--- src/rtl/fp_sqrt_arbiter.sv ---
// Round-robin arbiter sharing one multi-cycle fp_sqrt unit among N_REQ requesters.
// One operation is in flight at a time: accept -> issue -> wait (with abort timer) -> respond.
module fp_sqrt_arbiter #(
  parameter int unsigned DATA_W  = 32,
  parameter int unsigned N_REQ   = 4,
  parameter int unsigned TIMEOUT = 64
) (
  input  logic                    clk,
  input  logic                    rst,
  input  logic [N_REQ-1:0]        req_valid,
  input  logic [N_REQ*DATA_W-1:0] req_data,
  output logic [N_REQ-1:0]        req_ready,
  output logic [N_REQ-1:0]        rsp_valid,
  output logic [DATA_W-1:0]       rsp_data,
  output logic                    rsp_exc,
  input  logic [N_REQ-1:0]        rsp_ready,
  output logic                    sqrt_start,
  output logic [DATA_W-1:0]       sqrt_op,
  input  logic                    sqrt_done,
  input  logic [DATA_W-1:0]       sqrt_res,
  input  logic                    sqrt_exc,
  output logic                    busy,
  output logic                    timeout_err
);

  localparam int unsigned IDX_W = (N_REQ > 1) ? $clog2(N_REQ) : 1;
  localparam int unsigned TMR_W = (TIMEOUT > 1) ? $clog2(TIMEOUT) : 1;
  localparam logic [TMR_W-1:0] TMR_LAST = TMR_W'(TIMEOUT - 1);
  localparam logic [IDX_W-1:0] IDX_LAST = IDX_W'(N_REQ - 1);

  typedef enum logic [1:0] {
    StIdle,
    StIssue,
    StWait,
    StResp
  } state_e;

  state_e             state;
  logic [IDX_W-1:0]   grant;
  logic [N_REQ-1:0]   grant_oh;
  logic [IDX_W-1:0]   last_grant;
  logic [TMR_W-1:0]   timer;

  // Round-robin pick results
  int unsigned        cand;
  logic [IDX_W-1:0]   cand_idx;
  logic [N_REQ-1:0]   pick_oh;
  logic [IDX_W-1:0]   pick_idx;
  logic               pick_any;
  logic [DATA_W-1:0]  pick_op;
  logic               rsp_hs;

  // Round-robin search starting just after the previous winner.
  always_comb begin
    cand     = 0;
    cand_idx = '0;
    pick_oh  = '0;
    pick_idx = '0;
    pick_any = 1'b0;
    for (int unsigned k = 1; k <= N_REQ; k++) begin
      cand     = (32'(last_grant) + k) % N_REQ;
      cand_idx = IDX_W'(cand);
      if (!pick_any && req_valid[cand_idx]) begin
        pick_any          = 1'b1;
        pick_idx          = cand_idx;
        pick_oh[cand_idx] = 1'b1;
      end
    end
  end

  // Operand of the current winner.
  always_comb begin
    pick_op = '0;
    for (int i = 0; i < int'(N_REQ); i++) begin
      if (pick_oh[i]) begin
        pick_op = req_data[i*DATA_W +: DATA_W];
      end
    end
  end

  // Grant is only offered while idle and out of reset, so a dropped valid is never taken.
  always_comb begin
    req_ready = '0;
    if (state == StIdle && !rst) begin
      req_ready = pick_oh;
    end
  end

  // Only the granted requester's rsp_ready can complete the response.
  always_comb begin
    rsp_hs = |(rsp_ready & grant_oh);
  end

  assign busy = (state != StIdle);

  // Control FSM with registered outputs; sqrt_done only matters in StWait.
  always_ff @(posedge clk) begin
    if (rst) begin
      state       <= StIdle;
      grant       <= '0;
      grant_oh    <= '0;
      last_grant  <= IDX_LAST;
      timer       <= '0;
      rsp_valid   <= '0;
      rsp_data    <= '0;
      rsp_exc     <= 1'b0;
      sqrt_start  <= 1'b0;
      sqrt_op     <= '0;
      timeout_err <= 1'b0;
    end else begin
      unique case (state)
        StIdle: begin
          if (pick_any) begin
            grant      <= pick_idx;
            grant_oh   <= pick_oh;
            sqrt_op    <= pick_op;
            sqrt_start <= 1'b1;
            state      <= StIssue;
          end
        end
        StIssue: begin
          sqrt_start <= 1'b0;
          timer      <= '0;
          state      <= StWait;
        end
        StWait: begin
          if (sqrt_done) begin
            // A result on the final timer cycle still wins over the abort.
            rsp_data  <= sqrt_res;
            rsp_exc   <= sqrt_exc;
            rsp_valid <= grant_oh;
            state     <= StResp;
          end else if (timer == TMR_LAST) begin
            timeout_err <= 1'b1;
            rsp_data    <= '0;
            rsp_exc     <= 1'b1;
            rsp_valid   <= grant_oh;
            state       <= StResp;
          end else begin
            timer <= timer + TMR_W'(1);
          end
        end
        StResp: begin
          if (rsp_hs) begin
            rsp_valid  <= '0;
            last_grant <= grant;
            state      <= StIdle;
          end
        end
        default: begin
          state <= StIdle;
        end
      endcase
    end
  end

endmodule

--- config.mk ---
export PLATFORM = sky130hd
export DESIGN_NAME = fp_sqrt_arbiter
export DESIGN_NICKNAME = d
export VERILOG_FILES = /design/src/rtl/fp_sqrt_arbiter.sv
export SDC_FILE = /design/constraint.sdc
export NUM_CORES = 1
export LEC_CHECK = 0
export CAP_MARGIN = 0
export CORE_UTILIZATION = 35
export CTS_CLUSTER_SIZE = 12
export DETAILED_ROUTE_END_ITERATION = 8
export PLACE_DENSITY_LB_ADDON = 0.25
export SLEW_MARGIN = 20
export SYNTH_ARGS = -nofsm -noshare
export SYNTH_HDL_FRONTEND = slang
export SYNTH_SLANG_ARGS = --single-unit
export TNS_END_PERCENT = 1
--- constraint.sdc ---
create_clock -name clk -period 4.4 [get_ports clk]
set_clock_uncertainty 0.2 [all_clocks]
set_input_delay 1.32 -clock clk [delete_from_list [all_inputs] [get_ports clk]]
set_output_delay 1.32 -clock clk [all_outputs]
set_load 0.05 [all_outputs]
==> results of run 1 <==
==> sequential cells by signal (all words and copies together) (netlist names), 2 cells and up <==
register,count
grant_oh,4
sqrt_op,32
timer,6
rsp_valid,4
rsp_data,32
last_grant,2
grant,2
state,2
==> how the worst min path moves through the flow <==
stage	endpoint	start	slack, ns
floorplan	grant[1]	grant[1]	0.26
global placement	rsp_valid[0]	rsp_valid[0]	0.24
detailed placement	rsp_valid[0]	rsp_valid[0]	0.25
CTS	rsp_valid[0]	rsp_valid[0]	0.26
global route	rsp_valid[0]	rsp_valid[0]	0.28
finish	rsp_valid[1]	rsp_valid[1]	0.26
==> routing by layer <==
metal	GRT usage, %	vias up
met1	28.8	2346
li1	-	2375
met3	8.68	29
met4	8.31	0
met2	42.9	203
met5	0	-
==> layout by cell type (no fill, tap or decap), types with 8 or more instances in the layout <==
master and count:
a21oi_1 10, a221oi_1 26, a221oi_2 8, a22oi_1 67, buf_4 33, clkbuf_16 9, clkdlybuf4s50_1 238, dfxtp_1 87
ha_1 14, inv_1 9, nand2_1 18, nor2_1 53, o21ai_0 39, o21ai_1 34
==> final cells by class <==
cell class,instances,area (sq um),share of cell area [%]
inverter,9,33.8,0.441
multi-input combinational,352,2490,32.5
antenna,1,2.50,0.0327
timing repair buffer,287,2870,37.5
clock inverter,7,86.3,1.13
tap,168,210,2.74
clock buffer,9,225,2.94
sequential,87,1740,22.7
==> critical path, delay by kind of cell <==
family	cells	cell delay, ns
AO/OA/AOI/OAI	2	0.47
buffers and inverters	2	0.27
multiplexers	1	0.52
AND/OR/NAND/NOR	1	0.38
==> stage by stage <==
stage | utilization (%) | power [uW] | setup TNS (ns) | hold slack [ns]
2_1_floorplan | - | 2300 | -0.428 | 0.260
3_3_place_gp | 59.7 | 3010 | -1.60 | 0.243
3_5_place_dp | 59.7 | 3050 | -1.65 | 0.248
4_1_cts | 62.8 | 3880 | -0.167 | 0.264
5_1_grt | 63.0 | 4040 | -0.326 | 0.283
6_report | 63.0 | 3850 | -0.0870 | 0.263
==> cell families after synthesis <==
logic type                 count (synthesis)  synth area share [%]
AOI/OAI and AO/OA                        206                  33.7
xor gates and xnor gates                   4                 0.794
adders and majority gates                 14                  3.97
buffers and inverters                     53                  5.73
DFF                                       87                  39.5
muxes                                     12                  3.68
and+or+nand+nor                          116                  12.6
==> power breakdown <==
| part | leakage [uW] | switching, uW | internal [uW] |
|---|---|---|---|
| Sequential | 0.000709 | 110 | 973 |
| Combinational | 0.00189 | 1200 | 761 |
| Clock | 0.000154 | 351 | 452 |
==> what timing repair did <==
| action | CTS | global route |
|---|---|---|
| gates resized for setup | 30 | 7 |
| pin swaps | 8 | 5 |
| endpoints found under the setup margin | 4 | 4 |
| hold endpoints to repair | 0 | 0 |
| setup buffers | 5 | 0 |
==> flow_summary_export.csv, run 1 <==
group,metric,value,unit
route,post_drt_via_cell_ratio,5.38,
route,routed_wl,16700,um
layout,area_growth,73.6,%
hold_path,whs_path_depth,2,
sta,relSlewSlack,61.8,%
yosys,synth_cell_type_count,47,
sta,finalCritPeriodShare,102,%
clocking,cts_htree_levels,3,
power,p_leak,0.00275,uW
clocking,cts_num_sinks,87,
critical_path,cp.required,2.88,ns
critical_path,worstSetupEndpointType,"primary output",
yosys,syn_inst,492,
floorplanning,die_h,114,um
critical_path,critPathMaxStageDelay,0.52,ns
global_routing,grt_max_degree,55,
route,ant_nets,0,
job,drv_cap,0,
placed_design,dpl_cell_area,0.00726,sq mm
floorplanning,io_pins,248,
yosys,synth_top_area_share,39.5,%
global_routing,antenna_found_initial,1,
yosys,ys_ff_latch,87,
critical_path,critPathKind,"in2out",
yosys,syn_area,0.00441,sq mm
power,cellPowerDensity,502,mW/mm^2
floorplanning,fp-row-count,40,
route,drt_iter0_drc,394,
critical_path,worst_path_max_delay_cell,"mux4_2",
placed_design,numPlacedInstances,898,
status,failed_checks,"setup timing",
layout,drive_gt1_share,12.9,%
sta,max_freq,223,MHz
yosys,seq_area_frac_synth,39.5,%
critical_path,reg2reg_to,"sqrt_op[1]",
critical_path,startpoint_type,"input pin",
route,wl_met1,6700,um
placed_design,io_buffers,247,
layout,final_cells,920,
clocking,clk_latency,0.35,ns
clocking,path_clk_slew,0.07,ns
power,peakVddDrop,334,uV
clocking,cts_tree,"done",
sta,tightest_slew,0.571,ns
yosys,synth_edf_count,0,
route,wl_met2,8100,um
route,drc,0,
yosys,synthTopCellsByCount,"87 x dfxtp_1, 68 x a22oi_1, 56 x nor2_1",
yosys,yosysWarnings,0,
critical_path,r2r_cells,9,
sta,fin_crit,4.48,ns
placed_design,pre_cts_ws,-0.440,ns
sta,final-setup-viol-count,2,
status,status,"finished, violations left",
yosys,synthTopCellsByArea,"dfxtp_1 39%, a22oi_1 12%, a221oi_1 5.2%, nor2_1 4.8%, o21ai_0 4.6%",
clocking,cts_buffer_depth,2,
yosys,synth.most_common_cell,"dfxtp_1",
sta,finalMaxSlewViolations,0,
global_routing,grt-ovfl-total,0,
route,wire_per_inst,18.1,um
sta,rsz0062_at_grt,"true",
global_routing,track_usage,24.9,%
route,dr.max_layer_used,"met4",
critical_path,r2r_setup_slack,1.17,ns
floorplanning,die_w,114,um
sta,final_hold_viol_count,0,
yosys,synth_area_per_cell,8.97,sq um
placed_design,dp_hpwl,12000,um
yosys,synth_nets,678,
sta,fin_ws,-0.0768,ns
critical_path,path_cells,"buf_8 > mux4_2 > or3b_1 > a21o_1 > a31oi_4 > buf_12",
floorplanning,core,0.0122,sq mm
critical_path,critPathCapture,"req_ready[3]",
layout,final_area,0.00766,sq mm
critical_path,cp_max_fo,4,
route,drt-pass1-iter-count,5,
layout,fin_nets,932,
clocking,cts_buffers,9,
clocking,cts-root-buf,"clkbuf_16",
yosys,synth_ff_type,"dfxtp_1",
layout,nFillCells,1056,
global_routing,grt_pass1_vias,4894,
hold_path,min_path_type,"reg2reg",
yosys,synth.largest_area_cell,"dfxtp_1",
route,via_count,4953,
floorplanning,start_util,36.3,%
critical_path,timing.critical_path.from,"req_valid[1]",
floorplanning,die_area,0.0131,sq mm
yosys,synthArstFlopShare,0,%
clocking,holdBufCountCts,0,
critical_path,rr_startpoint,"last_grant[1]",
global_routing,grt_pass1_wl,25200,um
critical_path,cp.arrival,2.96,ns
route,wl_met3,1480,um
placed_design,globalplace.congestion,0.868,
Power figures use the tool's default switching activity.
==> run 2, diff against run 1 <==
--- a/config.mk
+++ b/config.mk
@@ -5,8 +5,12 @@
 export SDC_FILE = /design/constraint.sdc
 export NUM_CORES = 1
 export LEC_CHECK = 0
+export ABC_CLOCK_PERIOD_IN_PS = 4400
 export CAP_MARGIN = 0
-export CORE_UTILIZATION = 35
+export CELL_PAD_IN_SITES_DETAIL_PLACEMENT = 1
+export CELL_PAD_IN_SITES_GLOBAL_PLACEMENT = 1
+export CORE_MARGIN = 5
+export CORE_UTILIZATION = 25
 export CTS_CLUSTER_SIZE = 12
 export DETAILED_ROUTE_END_ITERATION = 8
 export PLACE_DENSITY_LB_ADDON = 0.25
==> run 2 against run 1 <==
The run still ends with setup timing left. Clock-buffer cell count unchanged. Via count grew 0.71%. Global-route usage decreased by 6.3 points. Clock power decreased by 4.2%. Core utilization is 18 points lower. Non-clock buffer count grew 3. Die area increased by 56%. Sequential cell count unchanged. Routed wire length grew 19%. First-iteration DRC count down 58%. Cell count increased by 6.4%. Critical path type unchanged. Largest cell class unchanged.
==> flow_summary_export.csv, run 2 (synthesis results as in run 1) <==
group,metric,value,unit
critical_path,critical_path_buf_inv_count,2,
critical_path,startpoint_type,"input pin",
power,cellPowerDensity,496,mW/mm^2
critical_path,cp.required,2.88,ns
global_routing,track_usage,18.7,%
floorplanning,die_w,143,um
critical_path,cp_top_family,"simple AND/OR/NAND/NOR gates",
power,pwr-share-clk,20.0,%
layout,drive_gt1_share,13.7,%
sta,fin_crit,4.44,ns
sta,hold_ws,0.260,ns
power,total_power,3860,uW
route,drt_iter0_drc,164,
global_routing,grt_max_degree,55,
clocking,cts_num_sinks,87,
clocking,holdBufCountCts,0,
route,routed_wl,19900,um
critical_path,worstSetupEndpointType,"primary output",
sta,final-setup-viol-count,4,
placed_design,pre_cts_ws,-0.555,ns
power,seqPwrFrac,28.1,%
sta,final_hold_viol_count,0,
critical_path,worst_path_max_delay_cell,"mux4_2",
route,post_drt_via_cell_ratio,5.09,
clocking,cts_tree,"done",
critical_path,cp.arrival,2.92,ns
job,drv_cap,0,
floorplanning,core,0.0173,sq mm
floorplanning,die_h,143,um
clocking,cts_buffer_depth,2,
layout,final_common_cell,"clkdlybuf4s50_1",
power,switching_share,44.3,%
layout,fin_nets,935,
layout,finish.utilization,44.9,%
global_routing,grt_pass1_vias,5317,
critical_path,critPathKind,"in2out",
global_routing,grt_pass1_wl,30100,um
global_routing,antenna_found_initial,0,
placed_design,globalplace.congestion,0.891,
global_routing,grt-ovfl-total,0,
route,drc,0,
layout,top_regs,"rsp_data x32, sqrt_op x32, timer x6",
power,combPwrFrac,51.9,%
power,switching_power,1710,uW
layout,area_growth,76.0,%
power,peakVddDrop,208,uV
sta,finalMaxSlewViolations,0,
clocking,path_clk_slew,0.07,ns
layout,final_cell_mix,"238 x clkdlybuf4s50_1, 87 x dfxtp_1, 67 x a22oi_1",
critical_path,cp_max_fo,6,
sta,finalCritPeriodShare,101,%
sta,tightest_slew,0.567,ns
power,p_leak,0.00275,uW
clocking,cts_htree_levels,3,
sta,fin_ws,-0.0443,ns
route,wire_per_inst,20.3,um
floorplanning,die_area,0.0204,sq mm
floorplanning,start_util,25.5,%
sta,relSlewSlack,62.1,%
route,ant_nets,0,
status,status,"finished, violations left",
floorplanning,io_pins,248,
sta,max_freq,225,MHz
placed_design,dp_hpwl,14800,um
critical_path,path_cells,"buf_8 > mux4_2 > a221oi_4 > nor3_4 > or3_4 > nor2b_4 > buf_12",
sta,rsz0062_at_grt,"true",
critical_path,critPathMaxStageDelay,0.53,ns
route,via_count,4988,
sta,fin_setup_tns,-0.0985,ns
status,failed_checks,"setup timing",
power,internal_power,2150,uW
layout,antenna_cells,0,
placed_design,io_buffers,247,
floorplanning,fp-row-count,48,
clocking,cts-root-buf,"clkbuf_16",
route,drt-pass1-iter-count,4,
clocking,clk_latency,0.34,ns
hold_path,min_path_type,"reg2reg",
clocking,cts_buffers,9,
## run 2: changes by cell type in the layout (fill, tap and decap cells not counted), sizes merged
cell | previous run | this run
clkinvlp | 0 | 1
buf | 49 | 52
diode | 1 | 0
bufinv | 1 | 0
## run 2: worst paths after layout
check,from,to,slack (ns),cells past startpoint
min,rsp_valid[1],rsp_valid[1],0.26,2
max,req_valid[1],req_ready[1],-0.04,7
min reg2reg,rsp_valid[1],rsp_valid[1],0.26,2
max reg2reg,last_grant[1],sqrt_op[30],0.98,12
## run 2: power by group through the flow
| stage | Combinational [uW] | Sequential [uW] | Clock (uW) |
|---|---|---|---|
| floorplan | 693 | 1610 | 0 |
| global placement | 1950 | 1090 | 0 |
| detailed placement | 1980 | 1100 | 0 |
| CTS | 2020 | 1090 | 804 |
| global route | 2120 | 1110 | 832 |
| finish | 2000 | 1090 | 770 |
## run 2: tightest hold or removal path, delay by kind of cell, from the launching register on
family / cells / cell delay, ns
flip-flops: 1 / 0.31
AND/OR/NAND/NOR: 1 / 0.05
AO/OA/AOI/OAI: 1 / 0.05
## run 2: area by class of cell
cell class	instances	area [sq um]
Clock buffer	9	225
Clock inverter	7	72.6
Fill cell	1942	9530
Inverter	9	33.8
Multi-Input combinational cell	352	2530
Sequential cell	87	1740
Tap cell	225	282
Timing Repair Buffer	290	2880
## run 2: metal layers
layer | wire length (um) | share of wire (%) | global-route usage, % | vias to the layer above
met5 | 0 | 0 | 0 | -
met4 | 561 | 2.8 | 7.05 | 0
met3 | 1400 | 7.0 | 4.49 | 31
met2 | 9440 | 47 | 31.4 | 203
met1 | 8500 | 43 | 23.2 | 2380
li1 | - | - | - | 2374
## run 2: stage by stage
stage,instance area [sq um],cells
floorplan,4470,492
global placement,7330,956
detailed placement,7330,956
CTS,7750,977
global route,7770,979
finish,7770,979
## run 2: repair_timing
action,in CTS,in global routing
gates resized for setup,44,0
pin swaps,12,4
setup buffers,5,2
endpoints found under the setup margin,4,4
==> RTL change, RTL diff (config.mk and constraints of run 1) <==
Encoding of `state_e`: now Gray code (2 bits for 4 states).
--- a/src/rtl/fp_sqrt_arbiter.sv
+++ b/src/rtl/fp_sqrt_arbiter.sv
@@ -31,6 +31,6 @@
   typedef enum logic [1:0] {
-    StIdle,
-    StIssue,
-    StWait,
-    StResp
+    StIdle  = 2'b00,
+    StIssue = 2'b01,
+    StWait  = 2'b11,
+    StResp  = 2'b10
   } state_e;
Behaviour: no difference found for any inputs over 4 cycles, from zero or initial values and one cycle with rst high; so few cycles prove little.
==> RTL change against run 1 <==
- final area is 0.60% higher
- fmax down 1.5%
- power down 29%
- critical endpoint is now req_ready[1]
- setup slack lost 68 ps
- routed wire length down 2.0%
- highest routed layer unchanged
- sequential cell count unchanged
- synthesized area is 5.3% higher
- critical path depth grew 2
- the flow still finishes with violations (negative setup slack)
==> RTL change: results (changes against run 1) <==
outcome=complete, but fails checks; failing checks=negative setup slack; largest net degree at the start of global routing=56 (+1.8%); Post-CTS Setup Bufs=4 (-1); met1 WL=6340 um (-5.4%); top cells by area, synth=dfxtp_1 37%, a22oi_1 10%, a221oi_2 10%; vias in the first global route=4,759 (-2.8%); Worst R2R End=sqrt_op[23]; ANT cells=0 (-1); DP Worst Slack=-536 ps (-95.7 ps); Final setup violation count=2 (unchanged); Clk pwr share=29.5% (+8.6 points); Placed Area=0.00733 mm^2 (+0.90%); Max rail drop VDD=0.306 mV (-8.4%); placer congestion estimate=0.929 (+7.0%); final net count=917 (-1.6%); relative slew slack=28.1% (-34 points); Total GRT Usage=22.8% (-2.1 points); WL met3=1710 um (+16%); Post-Route WL=16,300 um (-2.0%); Net Sw Frac=35.3% (-7.9 points); hold slack=254 ps (-9.35 ps); Vias/cell=5.27 (-2.2%); clk pwr=0.810 mW (+0.7%); fraction of layout cells with a size suffix above 1=19.8% (+6.9 points); first-pass iteration count of the detailed router=4 (-1); CP max FO=5 (+1); post-CTS sizing=21 (-30%); Reg2Reg Depth=10 (+1); routed len/inst=17.9 um (-1.3%); global-route wire length before repair=23,800 um (-5.5%); R2R Setup Slk=740 ps (-430 ps); max incr delay on CP=500 ps (-20 ps); Hold Crit Endpoint=grant[1]; initial antenna violation count=0 (-1); Initial DRC Count=294 (-25%); DP HPWL=11,800 um (-1.6%); arrival time worst endpoint=3020 ps (+60 ps); Post-Syn Area per Cell=9.53 um^2 (+6.2%); PnR worst setup slack=-145 ps (-67.8 ps); Seq power=0.902 mW (-16%)
## RTL change: changes by cell type in the layout (fill, tap and decap cells not counted), moves of 4 or more
cell and delta:
a221oi_1 -23, a221oi_2 +22, nand3_1 +7, nand2b_1 -6, mux2_2 -4, nand4_1 -6
o21ai_1 -32, o21ai_2 +29, ha_1 -5, nor2_1 +6
## RTL change: cells by family after synthesis
| group | count (synthesis) | share of synthesized area, % |
|---|---|---|
| flip-flops | 87 | 37.5 |
| multiplexers | 8 | 2.72 |
| XOR/XNOR | 3 | 0.565 |
| AND/OR/NAND/NOR | 119 | 12.0 |
| buffers and inverters | 56 | 7.51 |
| AO/OA/AOI/OAI | 206 | 37.3 |
| adder cells (fa/ha/maj) | 9 | 2.42 |
## RTL change: worst max path at each step
stage	depth (start not counted)	start	slack [ps]	end
5_1_grt	8	req_valid[1]	-180	req_ready[1]
3_3_place_gp	7	req_valid[1]	-480	req_ready[0]
6_report	8	req_valid[3]	-140	req_ready[1]
3_5_place_dp	7	req_valid[2]	-540	req_ready[1]
2_1_floorplan	8	req_valid[3]	-350	req_ready[1]
4_1_cts	8	req_valid[1]	-180	req_ready[1]
## RTL change: metal layers
layer / vias up / global-route usage (%)
met1: 2249 / 24.5
met2: 198 / 40.7
li1: 2340 / -
met4: 0 / 6.41
met5: - / 0
met3: 21 / 9.89
## RTL change: final cells by class
class,instances,area (um^2)
clock buffers,10,239
clock inverters,6,75.1
well taps,172,215
inverters,9,33.8
flip-flops and latches,87,1740
multi-input cells,345,2620
repair buffers,284,2780
fillers,1085,5060
## RTL change: tightest hold or removal path: stages, from the launching register on
cell and delay [ps]:
dfxtp_1 310, nand2_1 50, a21oi_1 50
